File: src/rtl/trigger_timestamp_fifo.sv
// Trace-trigger capture FIFO: records {rule, timestamp} for each armed match cycle.
// Optional macro TRIGGER_TIMESTAMP_DELTA_EN stores cycles since the previous capture instead of the absolute counter.
module trigger_timestamp_fifo #(
    parameter int pNUM_RULES = 8,
    parameter int pTS_WIDTH  = 56,
    parameter int pDEPTH     = 16
) (
    input  logic                    trace_clk,
    input  logic                    reset_i,
    input  logic                    enable,
    input  logic                    clear,
    input  logic [pNUM_RULES-1:0]   match,
    input  logic                    rd_en,
    output logic [63:0]             rd_data,
    output logic                    rd_valid,
    output logic                    empty,
    output logic                    full,
    output logic [$clog2(pDEPTH):0] count,
    output logic                    overflow,
    output logic                    collision
);
    localparam int AW = $clog2(pDEPTH);
    localparam logic [pTS_WIDTH-1:0] TS_ONE   = pTS_WIDTH'(1);
    localparam logic [AW:0]          CNT_ONE  = (AW+1)'(1);
    localparam logic [AW:0]          CNT_FULL = (AW+1)'(pDEPTH);

    logic [pTS_WIDTH-1:0]  r_ts;
    logic [AW-1:0]         r_wptr;
    logic [AW-1:0]         r_rptr;
    logic [AW:0]           r_count;
    logic [63:0]           r_mem [pDEPTH];
    logic [63:0]           r_rd_data;
    logic                  r_rd_valid;
    logic                  r_overflow;
    logic                  r_collision;

    logic                  w_capture;
    logic                  w_pop;
    logic                  w_write;
    logic                  w_multi;
    logic [7:0]            w_rule;
    logic [55:0]           w_ts;
    logic [pTS_WIDTH-1:0]  w_stamp;
    logic [63:0]           w_entry;

    assign empty = (r_count == '0);
    assign full  = (r_count == CNT_FULL);

    // clear wins over everything that would change FIFO contents this cycle
    assign w_capture = enable && (match != '0) && !clear;
    assign w_pop     = rd_en && !empty && !clear;
    assign w_write   = w_capture && (!full || w_pop);
    assign w_multi   = ((match & (match - pNUM_RULES'(1))) != '0);

    always_comb begin
        w_rule = '0;
        for (int i = pNUM_RULES-1; i >= 0; i--)
            if (match[i]) w_rule = 8'(i);
    end

`ifdef TRIGGER_TIMESTAMP_DELTA_EN
    logic [pTS_WIDTH-1:0] r_delta;

    // restarts at 1 so the next capture reports the full cycle gap
    always_ff @(posedge trace_clk or posedge reset_i) begin
        if (reset_i)                r_delta <= '0;
        else if (clear)             r_delta <= '0;
        else if (w_write)           r_delta <= TS_ONE;
        else if (r_delta != '1)     r_delta <= r_delta + TS_ONE;
    end

    assign w_stamp = r_delta;
`else
    assign w_stamp = r_ts;
`endif

    always_comb begin
        w_ts = '0;
        w_ts[pTS_WIDTH-1:0] = w_stamp;
    end

    assign w_entry = {w_rule, w_ts};

    always_ff @(posedge trace_clk) begin
        if (w_write) r_mem[r_wptr] <= w_entry;
    end

    always_ff @(posedge trace_clk or posedge reset_i) begin
        if (reset_i) begin
            r_ts        <= '0;
            r_wptr      <= '0;
            r_rptr      <= '0;
            r_count     <= '0;
            r_rd_data   <= '0;
            r_rd_valid  <= 1'b0;
            r_overflow  <= 1'b0;
            r_collision <= 1'b0;
        end else if (clear) begin
            r_ts        <= '0;
            r_wptr      <= '0;
            r_rptr      <= '0;
            r_count     <= '0;
            r_rd_valid  <= 1'b0;
            r_overflow  <= 1'b0;
            r_collision <= 1'b0;
        end else begin
            r_ts       <= r_ts + TS_ONE;
            r_rd_valid <= w_pop;
            if (w_pop) begin
                r_rd_data <= r_mem[r_rptr];
                r_rptr    <= r_rptr + AW'(1);
            end
            if (w_write) r_wptr <= r_wptr + AW'(1);
            case ({w_write, w_pop})
                2'b10:   r_count <= r_count + CNT_ONE;
                2'b01:   r_count <= r_count - CNT_ONE;
                default: r_count <= r_count;
            endcase
            if (w_capture && full && !w_pop) r_overflow  <= 1'b1;
            if (w_capture && w_multi)        r_collision <= 1'b1;
        end
    end

    assign rd_data   = r_rd_data;
    assign rd_valid  = r_rd_valid;
    assign count     = r_count;
    assign overflow  = r_overflow;
    assign collision = r_collision;

endmodule

File: config.mk
export PLATFORM = sky130hd
export DESIGN_NAME = trigger_timestamp_fifo
export DESIGN_NICKNAME = d
export VERILOG_FILES = /design/src/rtl/trigger_timestamp_fifo.sv
export SDC_FILE = /design/constraint.sdc
export NUM_CORES = 1
export LEC_CHECK = 0
export CORE_MARGIN = 8
export CORE_UTILIZATION = 62
export CTS_BUF_LIST = sky130_fd_sc_hd__clkbuf_4 sky130_fd_sc_hd__clkbuf_8 sky130_fd_sc_hd__clkbuf_16
export CTS_CLUSTER_DIAMETER = 60
export CTS_CLUSTER_SIZE = 20
export DETAILED_ROUTE_END_ITERATION = 10
export PLACE_DENSITY = 0.79
export SETUP_SLACK_MARGIN = 0.02
export SYNTH_ARGS = -nofsm -noshare
export SYNTH_HDL_FRONTEND = slang
export SYNTH_SLANG_ARGS = --single-unit
File: constraint.sdc
create_clock -name trace_clk -period 8.05 [get_ports trace_clk]
set_clock_uncertainty 0.15 [all_clocks]
set_input_delay 1.2075 -clock trace_clk [delete_from_list [all_inputs] [get_ports trace_clk]]
set_output_delay 1.2075 -clock trace_clk [all_outputs]
set_load 0.01 [all_outputs]
==> qor.yml <==
worst_setup_path:
  path_cells: "buf_2 -> buf_4 -> nand2b_1 -> a21oi_1 -> nand2_1 -> nor3b_1 -> and2_4"
  arrival_ps: 4810
  setup.worst_path.end_class: "flip-flop"
  critPathKind: "in -> reg"
  slowest_stage: "and2_4"
  cp.required_ps: 8120
  worst-path-max-fanout: 74
  ff2ff_setup_slack_ps: 4300
  cpLargestDelayFamily: "simple AND/OR/NAND/NOR gates"
  cp-start-kind: "input port"
  slowest_delay_ps: 1000
  cp_num_buf_inv: 2
synthesis:
  synth_cell_types: 52
  synthCells: 2264
  yosys_warnings: 0
  synthFlopType: "edfxtp_1"
  synth_async_sr_flop_share: 0.122
  avgSynthCellArea_um2: 18.6
  synth_edf_count: 944
  synth.area.top_cells: "edfxtp_1 (67%), mux4_2 (9.5%), dfrtp_1 (7.8%)"
  synth-xor-area-share: 0.00792
  synth_top_cell_area_share: 0.674
  synth_top_family_by_area: "multiplexers"
  syn_area_um2: 42000
  ys_seq_area_frac: 0.752
  synth_top_area_cell: "edfxtp_1"
  yosys.area_share.simple: 0.0469
  synth.area.mux_share: 0.138
  synth_fa_ha_area_frac: 0.00339
  yosys_register_bits: 1075
  synth_compound_area_frac: 0.0366
finish:
  layout-drive-gt1-share: 0.152
  diodes: 0
  seqCellArea_um2: 31600
  final_cell_mix: "edfxtp_1 (944), mux2i_1 (180), mux4_2 (177)"
  nNetsFinal: 2339
  multiInputGateArea_um2: 9880
  final_area_um2: 45900
  fill_cells: 4043
  synthToLayoutAreaGrowth_pct: 9.24
  layout_commonest_cell: "edfxtp_1"
clock_network:
  cts_setup_buffers: 0
  hold_buffers: 0
  insertion_delay_ps: 610
  clock_tree.htree_level_count: 3
  cts_sinks: 1075
  cts_buffer_depth: 3
  tritoncts: "built"
  cts_root_buf: "clkbuf_16"
  clk_pin_slew_ps: 70
  cts_buffers: 66
  cts_resized: 0
global_routing:
  grt_first_pass_wirelength_mm: 127
  grt_pass1_vias: 21300
  gr-total-overflow: 0
  antenna_found_initial: 0
  grtUsageTotal: 0.215
  grt_max_degree: 125
placed_design:
  placed_area_um2: 43700
  gp_congestion: 0.789
  portBuffers: 81
  dp_hpwl_mm: 44.3
  pre_cts_ws_ps: 2610
power_and_ir_drop:
  p_per_area_nw_per_um2: 252
  leakagePower_nw: 14.7
  ir_drop_v: 0.000208
sta:
  fin_hold_ws_ps: 333
  worst_slew_pin_slew_ps: 1160
  finalSetupTns_ps: 0
  final.min_clock_period_ps: 4750
  drv_slew: 0
  setup_viol: 0
  rsz0062_at_grt: "no"
  fin_ws_ps: 3300
  slew-limit-headroom: 0.230
  clock.fmax_mhz: 211
  post-route-period-util: 0.590
  hold_violations: 0
die:
  die-area_um2: 76400
  die_x_um: 276
  ios: 87
  die_y_um: 276
  initial_utilization: 0.626
  rows: 95
  coreArea_um2: 67200
status:
  status: "completed"
drt:
  wl_per_cell_um: 25.5
  drt_iter0_drc: 2254
  vias: 20800
  first_pass_iters: 6
  via_per_inst: 6.41
  drc_errors: 0
  ant_nets: 0
  finalWirelength_mm: 82.8
min_path:
  min_path_type: "reg -> reg"
run:
  maxCapViolCount: 0
per-layer routing:
metal / GRT usage / up-vias / wire [µm]
met5: 0 / - / 0
met4: 0.0616 / 0 / 1920
met3: 0.0295 / 124 / 5060
met2: 0.370 / 777 / 42300
met1: 0.287 / 10800 / 33500
li1: - / 9072 / -
synthesized netlist by cell type (9+ instances only):
library cell	number
nor2b_1	62
xor2_1	25
nand2_1	142
mux2i_1	180
xnor2_1	13
dfrtp_1	131
nand3_1	27
o22ai_1	59
clkbuf_1	60
o31ai_1	68
or4_1	11
nand4_1	16
inv_1	23
nor2_1	58
and2_1	10
buf_2	39
edfxtp_1	944
or3_1	18
mux4_2	177
nor4_1	9
buf_1	19
a21oi_1	34
o21ai_0	75
ha_1	9
logic make-up (layout without fill, tap and decap cells):
family	after synthesis	in the layout
AOI/OAI and AO/OA	250	250
xor gates and xnor gates	38	38
adders and majority gates	11	11
buffers and inverters	148	249
DFF	1075	1075
muxes	357	357
other	1	5
and+or+nand+nor	384	384
where the power goes:
group          switching [W]  internal (W)
registers           0.000149       0.00616
logic               0.000785      0.000939
clock network        0.00172       0.00183
stage by stage:
stage	util	instances	total power (W)
floorplan	-	2268	0.00761
global route	0.684	3242	0.0120
detailed placement	0.651	3121	0.00819
finish	0.684	3242	0.0116
global placement	0.651	3121	0.00815
CTS	0.684	3242	0.0117
area by class of cell:
cell class,instances,area share
Clock buffer,109,0.0452
Clock inverter,12,0.00251
Inverter,23,0.00199
Multi-Input combinational cell,1045,0.215
Sequential cell,1075,0.689
Tap cell,873,0.0238
Timing Repair Buffer,105,0.0223
path summary, 6_finish.rpt:
path / end / start / depth (start not counted)
min in group asynchronous: rd_data[19]$_DFFE_PP0P_ / reset_i / 2
worst min-delay path: rd_data[30]$_DFFE_PP0P_ / rd_data[30]$_DFFE_PP0P_ / 2
worst min register to register: rd_data[30]$_DFFE_PP0P_ / rd_data[30]$_DFFE_PP0P_ / 2
worst max-delay path: r_mem[6][29]$_DFFE_PP_ / clear / 7
worst max register to register: r_ts[44]$_DFF_PP0_ / r_ts[0]$_DFF_PP0_ / 6
max in group asynchronous: rd_data[40]$_DFFE_PP0P_ / reset_i / 3
flip-flops by register name, summed over array words and instances (netlist names):
register   cells
r_mem        944
rd_data       59
r_ts          56
count          5
r_rptr         4
r_wptr         4
collision      1
overflow       1
rd_valid       1
tightest hold or removal path, cell delays in order, from the launching register on:
cell     delay (ps)
dfrtp_1         350
nand2_1          50
o21ai_0          60
Note: power is estimated with default switching activity, not from simulation.
